File: config.mk
export PLATFORM = sky130hd
export DESIGN_NAME = dmem_arbiter_flat
export DESIGN_NICKNAME = d
export VERILOG_FILES = /design/src/rtl/dmem_arbiter_pkg.sv /design/src/rtl/dmem_arbiter_if.sv /design/src/rtl/dmem_arbiter_rr_pick2.sv /design/src/rtl/dmem_arbiter.sv /design/src/flat_wrapper.sv
export SDC_FILE = /design/constraint.sdc
export NUM_CORES = 1
export LEC_CHECK = 0
export BUFFER_PORTS_ARGS = -buffer_cell sky130_fd_sc_hd__buf_2
export CAP_MARGIN = 20
export CORE_MARGIN = 4
export CORE_UTILIZATION = 51
export CTS_CLUSTER_SIZE = 40
export DETAILED_ROUTE_END_ITERATION = 12
export GPL_TIMING_DRIVEN = 0
export PLACE_DENSITY = 0.86
export SYNTH_ARGS = -nofsm -noshare
export SYNTH_HDL_FRONTEND = slang
export SYNTH_HIERARCHICAL = 1
export SYNTH_SLANG_ARGS = --single-unit
File: constraint.sdc
create_clock -name clk -period 4.9 [get_ports clk]
set_clock_uncertainty 0.15 [all_clocks]
set_input_delay 0.49 -clock clk [delete_from_list [all_inputs] [get_ports clk]]
set_output_delay 0.49 -clock clk [all_outputs]
set_load 0.01 [all_outputs]
File: src/rtl/dmem_arbiter_pkg.sv
// Shared types for the data-memory arbiter: FSM states and requester identities.
package dmem_arb_pkg;

  typedef enum logic [1:0] {
    IDLE  = 2'd0,
    ISSUE = 2'd1,
    WAIT  = 2'd2,
    DONE  = 2'd3
  } state_t;

  typedef enum logic {
    CORE = 1'b0,
    EXT  = 1'b1
  } owner_t;

endpackage

File: src/rtl/dmem_arbiter_if.sv
// Core, external-requester and memory-side signals of the data-memory arbiter.
// slave is the arbiter's view; master is the surrounding system's view.
interface dmem_arbiter_if #(
  parameter int ADDR_W = 32,
  parameter int DATA_W = 32
);
  logic              c_req_i;
  logic              c_we_i;
  logic [ADDR_W-1:0] c_addr_i;
  logic [DATA_W-1:0] c_wdata_i;
  logic [DATA_W-1:0] c_rdata_o;
  logic              c_stall_o;

  logic              e_req_i;
  logic              e_we_i;
  logic [ADDR_W-1:0] e_addr_i;
  logic [DATA_W-1:0] e_wdata_i;
  logic [DATA_W-1:0] e_rdata_o;
  logic              e_ack_o;

  logic              mem_en_o;
  logic              mem_we_o;
  logic [ADDR_W-1:0] mem_addr_o;
  logic [DATA_W-1:0] mem_wdata_o;
  logic [DATA_W-1:0] mem_rdata_i;

  modport slave (
    input  c_req_i, c_we_i, c_addr_i, c_wdata_i,
    output c_rdata_o, c_stall_o,
    input  e_req_i, e_we_i, e_addr_i, e_wdata_i,
    output e_rdata_o, e_ack_o,
    output mem_en_o, mem_we_o, mem_addr_o, mem_wdata_o,
    input  mem_rdata_i
  );

  modport master (
    output c_req_i, c_we_i, c_addr_i, c_wdata_i,
    input  c_rdata_o, c_stall_o,
    output e_req_i, e_we_i, e_addr_i, e_wdata_i,
    input  e_rdata_o, e_ack_o,
    input  mem_en_o, mem_we_o, mem_addr_o, mem_wdata_o,
    output mem_rdata_i
  );
endinterface

File: src/rtl/dmem_arbiter_rr_pick2.sv
// Two-input round-robin selector: a lone requester wins, a tie goes to the
// requester that was not granted last. Output is meaningful only when req != 0.
module rr_pick2
  import dmem_arb_pkg::*;
(
  input  logic [1:0] req,         // [0] = core, [1] = external
  input  owner_t     last_grant,
  output owner_t     grant
);

  always_comb begin
    // NOTE: every output of a combinational block gets a default first, so no
    // path through the if/else can leave it unassigned and infer a latch.
    grant = CORE;
    if (req == 2'b11)
      grant = (last_grant == CORE) ? EXT : CORE;
    else if (req == 2'b10)
      grant = EXT;
  end

endmodule

File: src/rtl/dmem_arbiter.sv
// Shares one fixed-latency synchronous data memory between the core's MEM stage
// and an external requester, freezing the core while its access is outstanding.
module dmem_arbiter
  import dmem_arb_pkg::*;
#(
  parameter int ADDR_W  = 32,
  parameter int DATA_W  = 32,
  parameter int MEM_LAT = 2
) (
  input logic           clk,
  input logic           reset,   // asynchronous, active low
  dmem_arbiter_if.slave bus
);

  localparam int                CNT_W    = (MEM_LAT > 1) ? $clog2(MEM_LAT) : 1;
  localparam logic [CNT_W-1:0]  CNT_LOAD = CNT_W'((MEM_LAT > 1) ? MEM_LAT - 2 : 0);

  state_t            state_q, state_d;
  owner_t            owner_q, owner_d;
  owner_t            last_grant_q, last_grant_d;
  logic              we_q, we_d;
  logic [ADDR_W-1:0] addr_q, addr_d;
  logic [DATA_W-1:0] wdata_q, wdata_d;
  logic [CNT_W-1:0]  cnt_q, cnt_d;
  logic [DATA_W-1:0] c_rdata_q, c_rdata_d;
  logic [DATA_W-1:0] e_rdata_q, e_rdata_d;
  owner_t            pick;

  rr_pick2 u_pick (
    .req        ({bus.e_req_i, bus.c_req_i}),
    .last_grant (last_grant_q),
    .grant      (pick)
  );

  always_comb begin
    state_d      = state_q;
    owner_d      = owner_q;
    last_grant_d = last_grant_q;
    we_d         = we_q;
    addr_d       = addr_q;
    wdata_d      = wdata_q;
    cnt_d        = cnt_q;
    c_rdata_d    = c_rdata_q;
    e_rdata_d    = e_rdata_q;
    case (state_q)
      IDLE: begin
        // The command is captured here so requester changes after grant are ignored.
        if (bus.c_req_i || bus.e_req_i) begin
          state_d = ISSUE;
          owner_d = pick;
          if (pick == CORE) begin
            we_d    = bus.c_we_i;
            addr_d  = bus.c_addr_i;
            wdata_d = bus.c_wdata_i;
          end else begin
            we_d    = bus.e_we_i;
            addr_d  = bus.e_addr_i;
            wdata_d = bus.e_wdata_i;
          end
        end
      end
      ISSUE: begin
        if (MEM_LAT == 1) begin
          state_d = DONE;
        end else begin
          state_d = WAIT;
          cnt_d   = CNT_LOAD;
        end
      end
      WAIT: begin
        if (cnt_q == '0) state_d = DONE;
        else             cnt_d   = cnt_q - CNT_W'(1);
      end
      DONE: begin
        if (!we_q) begin
          if (owner_q == CORE) c_rdata_d = bus.mem_rdata_i;
          else                 e_rdata_d = bus.mem_rdata_i;
        end
        last_grant_d = owner_q;
        state_d      = IDLE;
      end
      default: state_d = IDLE;
    endcase
  end

  // NOTE: state is updated with non-blocking assignments so every flop samples
  // the pre-edge values, independent of statement order.
  always_ff @(posedge clk or negedge reset) begin
    if (!reset) begin
      state_q      <= IDLE;
      owner_q      <= CORE;
      last_grant_q <= EXT;
      we_q         <= 1'b0;
      addr_q       <= '0;
      wdata_q      <= '0;
      cnt_q        <= '0;
      c_rdata_q    <= '0;
      e_rdata_q    <= '0;
    end else begin
      state_q      <= state_d;
      owner_q      <= owner_d;
      last_grant_q <= last_grant_d;
      we_q         <= we_d;
      addr_q       <= addr_d;
      wdata_q      <= wdata_d;
      cnt_q        <= cnt_d;
      c_rdata_q    <= c_rdata_d;
      e_rdata_q    <= e_rdata_d;
    end
  end

  // Stall release and read data are combinational so the core advances on the DONE edge.
  assign bus.mem_en_o    = (state_q == ISSUE);
  assign bus.mem_we_o    = (state_q == ISSUE) && we_q;
  assign bus.mem_addr_o  = addr_q;
  assign bus.mem_wdata_o = wdata_q;
  assign bus.c_stall_o   = bus.c_req_i && !((state_q == DONE) && (owner_q == CORE));
  assign bus.c_rdata_o   = (state_q == DONE) ? bus.mem_rdata_i : c_rdata_q;
  assign bus.e_ack_o     = (state_q == DONE) && (owner_q == EXT);
  assign bus.e_rdata_o   = e_rdata_q;

endmodule

File: src/flat_wrapper.sv
// flat-port wrapper written by rule: the top's interface ports become plain ports
module dmem_arbiter_flat import dmem_arb_pkg::*;
#(
  parameter int ADDR_W  = 32,
  parameter int DATA_W  = 32,
  parameter int MEM_LAT = 2
)
  (clk, reset, bus_c_req_i, bus_c_we_i, bus_c_addr_i, bus_c_wdata_i, bus_c_rdata_o, bus_c_stall_o, bus_e_req_i, bus_e_we_i, bus_e_addr_i, bus_e_wdata_i, bus_e_rdata_o, bus_e_ack_o, bus_mem_en_o, bus_mem_we_o, bus_mem_addr_o, bus_mem_wdata_o, bus_mem_rdata_i);
  dmem_arbiter_if #(.ADDR_W(ADDR_W), .DATA_W(DATA_W)) bus_i ();
  input logic clk;
  input logic reset;
  input wire logic [$bits(bus_i.c_req_i)-1:0] bus_c_req_i;
  input wire logic [$bits(bus_i.c_we_i)-1:0] bus_c_we_i;
  input wire logic [$bits(bus_i.c_addr_i)-1:0] bus_c_addr_i;
  input wire logic [$bits(bus_i.c_wdata_i)-1:0] bus_c_wdata_i;
  output wire logic [$bits(bus_i.c_rdata_o)-1:0] bus_c_rdata_o;
  output wire logic [$bits(bus_i.c_stall_o)-1:0] bus_c_stall_o;
  input wire logic [$bits(bus_i.e_req_i)-1:0] bus_e_req_i;
  input wire logic [$bits(bus_i.e_we_i)-1:0] bus_e_we_i;
  input wire logic [$bits(bus_i.e_addr_i)-1:0] bus_e_addr_i;
  input wire logic [$bits(bus_i.e_wdata_i)-1:0] bus_e_wdata_i;
  output wire logic [$bits(bus_i.e_rdata_o)-1:0] bus_e_rdata_o;
  output wire logic [$bits(bus_i.e_ack_o)-1:0] bus_e_ack_o;
  output wire logic [$bits(bus_i.mem_en_o)-1:0] bus_mem_en_o;
  output wire logic [$bits(bus_i.mem_we_o)-1:0] bus_mem_we_o;
  output wire logic [$bits(bus_i.mem_addr_o)-1:0] bus_mem_addr_o;
  output wire logic [$bits(bus_i.mem_wdata_o)-1:0] bus_mem_wdata_o;
  input wire logic [$bits(bus_i.mem_rdata_i)-1:0] bus_mem_rdata_i;
  assign bus_i.c_req_i = bus_c_req_i;
  assign bus_i.c_we_i = bus_c_we_i;
  assign bus_i.c_addr_i = bus_c_addr_i;
  assign bus_i.c_wdata_i = bus_c_wdata_i;
  assign bus_c_rdata_o = bus_i.c_rdata_o;
  assign bus_c_stall_o = bus_i.c_stall_o;
  assign bus_i.e_req_i = bus_e_req_i;
  assign bus_i.e_we_i = bus_e_we_i;
  assign bus_i.e_addr_i = bus_e_addr_i;
  assign bus_i.e_wdata_i = bus_e_wdata_i;
  assign bus_e_rdata_o = bus_i.e_rdata_o;
  assign bus_e_ack_o = bus_i.e_ack_o;
  assign bus_mem_en_o = bus_i.mem_en_o;
  assign bus_mem_we_o = bus_i.mem_we_o;
  assign bus_mem_addr_o = bus_i.mem_addr_o;
  assign bus_mem_wdata_o = bus_i.mem_wdata_o;
  assign bus_i.mem_rdata_i = bus_mem_rdata_i;
  dmem_arbiter #(.ADDR_W(ADDR_W), .DATA_W(DATA_W), .MEM_LAT(MEM_LAT)) u_core (.clk(clk), .reset(reset), .bus(bus_i));
endmodule
### Word level (Yosys, flattened, before mapping)

Cells that the tools add are included.

| word-level totals | value |
|---|---|
| register bits | 134 |
| memories | 0 |
| output and inout port bits | 132 |
| input bits | 166 |
| logic and storage cells | 43 |
| bits in writable memories | 0 |
| memory bits (read-only) | 0 |
| bits in latches | 0 |

| operators by class | value |
|---|---|
| reduce and logical (&&, ||, !) cells | 12 |
| shift operators | 0 |
| add/sub/neg operators | 1 |
| multiplexer cells | 12 |
| bitwise operators | 2 |
| order comparisons | 0 |
| equality and inequality tests | 7 |
| div/mod/pow operators | 0 |
| multiply operators | 0 |

Operators with widths:

| cell | number |
|---|---|
| 2-to-1 mux 32 bit | 3 |
| equality test 2 bit (second input constant) | 4 |
| case mux 2 bit (4 select lines) | 1 |
| AND reduction 3 bit | 2 |
| 2-to-1 mux 1 bit | 5 |
| logical AND 1 bit | 4 |
| 2-to-1 mux 2 bit | 2 |
| AND reduction 2 bit | 2 |
| equality test 2 x 1 -> 1 bit (second input constant) | 1 |
| logical NOT 2 bit | 1 |
| != test 2 x 1 -> 1 bit (second input constant) | 1 |
| != test 2 bit (second input constant) | 1 |
| inverter 1 bit | 2 |
| case mux 1 bit (2 select lines) | 1 |
| nonzero test 2 bit | 1 |
| logical NOT 1 bit | 1 |
| logical OR 1 bit | 1 |
| subtractor 1 bit (second input constant) | 1 |

### Longest topological paths before layout

| logic depth | value |
|---|---|
| depth after elaboration | 4 |
| depth in mapped cells | 6 |
| gate-level depth less buffers | 4 |

### Cells and area by module

Netlist, hierarchy kept.

By module, submodules not included:

| module | seq. area each (um2) | area an instance (um2) | cells each | instances |
|---|---|---|---|---|
| dmem_arbiter | 3329.4 | 6533.8 | 404 | 1 |
| rr_pick2 | 0.0 | 11.3 | 1 | 1 |

### Least setup slack after synthesis

Ideal clock, no wire load.

| timing | value |
|---|---|
| path kind | reg2out |
| start point | register u_core.state_q[1] |
| end point | output bus_c_rdata_o[10] |
| data required time | 4260 ps |
| slack | 3013 ps |
| cell stages (with the launch flop) | 5 |
| buffers on the path | 2 |
| arrival | 1247 ps |
| path through | dfrtp_1 -> ha_1 -> buf_2 -> buf_2 -> mux2_2 |

| on the way | value |
|---|---|
| word-level cells in the longest chain between the ends | 2 |

RTL lines:

| element | line | text |
|---|---|---|
| from (decl) | dmem_arbiter.sv:18 | `state_t state_q, state_d;` |
| from (signal assigned) | dmem_arbiter.sv:100 | `state_q <= state_d;` |
| equality test 2 bit | dmem_arbiter.sv:118 | `assign bus.c_rdata_o = (state_q == DONE) ? bus.mem_rdata_i : c_rdata_q;` |
| 2-to-1 mux 32 bit | dmem_arbiter.sv:118 |  |
| to (decl) | flat_wrapper.sv:16 | `output wire logic [$bits(bus_i.c_rdata_o)-1:0] bus_c_rdata_o;` |

Every way passes these cells.

### Worst setup path in the final report

| timing | value |
|---|---|
| start point | register u_core.state_q[1] |
| end point | output bus_c_rdata_o[19] |

The elaborated chain is that of the path after synthesis.

==> impl_metrics.tcl <==
set metrics [dict create \
    synth_area_mm2 0.006545 \
    required_ps 4260 \
    place_area_mm2 0.008280 \
    max_freq_ghz 0.3820 \
    gr-total-overflow 0 \
    vias 4647 \
    hold_viol 0 \
    drt-total-wl_um 17290 \
    grt_pass1_vias 5273 \
    synthArstFlopShare 1.000 \
    ys_seq_elements 133 \
    yosysSeqAreaShare 0.5087 \
    grt_usage 0.2384 \
    gp_congestion 0.8191 \
    cp-end-kind "output pin" \
    synth_edf_count 0 \
    hpwl_um 13210 \
    initial_utilization 0.5208 \
    finalCritPeriodShare 0.5342 \
    clk_pin_slew_worst_paths_ps 50 \
    area_delta_synth_final_pct 36.67 \
    wire_per_inst_um 19.04 \
    power.leakage_uw 0.004442 \
    cap_violations 0 \
    clk_latency_ps 410 \
    crit_end "bus_c_rdata_o[19]" \
    worstReg2RegEnd "u_core/bus.mem_wdata_o[25]$_DFFE_PN0P_" \
    yosysMostFrequentCell "mux2_2" \
    syn_inst 405 \
    drc 0 \
    fin_area_mm2 0.008945 \
    peakVddDrop_uv 376.7 \
    cts_buffers 17 \
    syn_nets 577 \
    fin_nets 895 \
    drive_gt1_frac 0.7853 \
    final-setup-viol-count 0 \
    worst-setup-path-type "reg2out" \
    crit_start "u_core/state_q[1]$_DFFE_PN0P_" \
    die-height_um 121.3 \
    ios 298 \
    grt_start_max_net_pins 72 \
    cts_tree "done" \
    core.rowCount 41 \
    maxSlewHeadroom 0.6088 \
    vias_per_cell 5.118 \
    synthFlopType "dfrtp_1" \
    cp_slowest_cell "dfrtp_1" \
    diodes 0 \
    htreeDepth 4 \
    arrival_ps 1980 \
    crit_path_start_kind "register" \
    cp_common_cell "buf_2" \
    io_buffers 297 \
    path_cells "ha_1, buf_2, buf_2, mux2_2, buf_2" \
    postRouteAntennaNets 0 \
    cpPeakStageDelay_ps 410 \
    ys_types 19 \
    r2r-start "u_core/state_q[1]$_DFFE_PN0P_" \
    clock_path_buffers 2 \
    holdCritPathClass "in2reg" \
    regToRegSetupSlack_ps 2940 \
    drt_first_iter_violations 171 \
    worst-r2r-cell-count 6 \
    synth_area_leaders "dfrtp_1 (50%), mux2_2 (26%), mux2_4 (16%), buf_6 (1.9%), mux2_1 (1.4%)" \
    drv_slew 0 \
    dieWidth_um 121.3 \
    tns_ps 0 \
    root_buffer "clkbuf_16" \
    synth_largest_area_cell "dfrtp_1" \
    synth_top_area_share 0.5047 \
    power_density_mw_per_mm2 679.1 \
    cts_sinks 133 \
    status "finished, final reports clean" \
    rsz0062_at_grt "no" \
    tightest_slew_ps 586.8 \
    dr.pass1.iters 4 \
    dieArea_mm2 0.01471 \
    antenna_found_initial 1 \
    coreArea_mm2 0.01257 \
    grt_pass1_wl_um 27080 \
    worstPathMaxFanout 10 \
    synth_commonest_cells "mux2_2 (152), dfrtp_1 (132), mux2_4 (69)" \
    yosys_warnings 6 \
    fin_crit_ps 2618 \
    avgSynthCellArea_um2 16.16 \
    cts-resized-gates 0 \
]
==> final cells by class <==
class	count	area, µm²
clock buffer	24	511.7
sequential	133	3329
tap	172	215.2
multi-input combinational	245	3003
timing repair buffer	299	1530
clock inverter	8	142.6
inverter	3	11.26
buffer	24	201.4
fill	831	3623
==> routing by layer <==
| layer | vias to the layer above | global-route usage | part of all wire |
|---|---|---|---|
| li1 | 2109 | - | - |
| met1 | 2296 | 0.2617 | 0.37 |
| met2 | 188 | 0.4166 | 0.52 |
| met3 | 52 | 0.07086 | 0.068 |
| met4 | 2 | 0.1211 | 0.039 |
| met5 | - | 0 | 0.0012 |
==> sequential cells by signal (all words and copies together), names as in the netlist <==
name                    flops
u_core/c_rdata_q           32
u_core/state_q              2
u_core/last_grant_q         1
u_core/owner_q              1
u_core/bus.mem_addr_o      32
u_core/bus.e_rdata_o       32
u_core/we_q                 1
u_core/bus.mem_wdata_o     32
==> what timing repair did <==
item	in CTS	in global routing
hold buffers	1	0
setup buffers	0	0
endpoints found under the hold margin	62	0
==> through the flow <==
step / setup slack, ps / hold slack (ps) / utilization / total power, µW / std cells
after floorplan: 3013 / 44.41 / - / 3670 / 405
after global placement: 1531 / 313.3 / 0.6561 / 4574 / 874
after detailed placement: 2712 / 328.4 / 0.6588 / 4692 / 875
after CTS: 2260 / 160.9 / 0.7117 / 6131 / 908
after global routing: 2178 / 167.5 / 0.7117 / 6407 / 908
final: 2282 / 177.9 / 0.7117 / 6074 / 908
==> worst min path at each step <==
| stage | from | to | slack [ps] | depth (start not counted) |
|---|---|---|---|---|
| 2_1_floorplan | reset | u_core/bus.e_rdata_o[0]$_DFFE_PN0P_ | 40 | 0 |
| 3_3_place_gp | u_core/c_rdata_q[17]$_DFFE_PN0P_ | u_core/c_rdata_q[17]$_DFFE_PN0P_ | 310 | 1 |
| 3_5_place_dp | u_core/c_rdata_q[20]$_DFFE_PN0P_ | u_core/c_rdata_q[20]$_DFFE_PN0P_ | 330 | 1 |
| 4_1_cts | bus_mem_rdata_i[20] | u_core/c_rdata_q[20]$_DFFE_PN0P_ | 160 | 2 |
| 5_1_grt | bus_mem_rdata_i[18] | u_core/c_rdata_q[18]$_DFFE_PN0P_ | 170 | 2 |
| 6_report | bus_mem_rdata_i[18] | u_core/c_rdata_q[18]$_DFFE_PN0P_ | 180 | 2 |
==> cells by family after synthesis <==
logic type | share of synthesized area
adder cells (fa/ha/maj) | 0.01147
buffers and inverters | 0.03250
AND/OR/NAND/NOR | 0.008220
multiplexers | 0.4351
AO/OA/AOI/OAI | 0.004015
flip-flops | 0.5087
==> where the power goes <==
part           switching [µW]  total, µW  internal [µW]
sequential                314       1990           1680
combinational            1200       2690           1490
clock                     463       1390            931
total                    1970       6070           4100
==> worst max-delay path: cells and delay by family (launching register included) <==
family | cells | cell delay (ps)
fa+ha+maj | 1 | 160
buf+inv | 3 | 600
flops | 1 | 410
mux | 1 | 390
==> cells in the final DEF, fill, tap and decap left out, types with 2 or more instances in the layout <==
cell type / instances
ha_1: 6
mux2_4: 69
dfrtp_1: 132
buf_6: 12
buf_2: 304
mux2_2: 152
clkinv_2: 3
bufinv_16: 4
and2_1: 2
inv_1: 3
clkbuf_16: 17
buf_4: 5
clkbuf_8: 6
mux2_1: 8
Note: power is estimated with default switching activity, not from simulation.
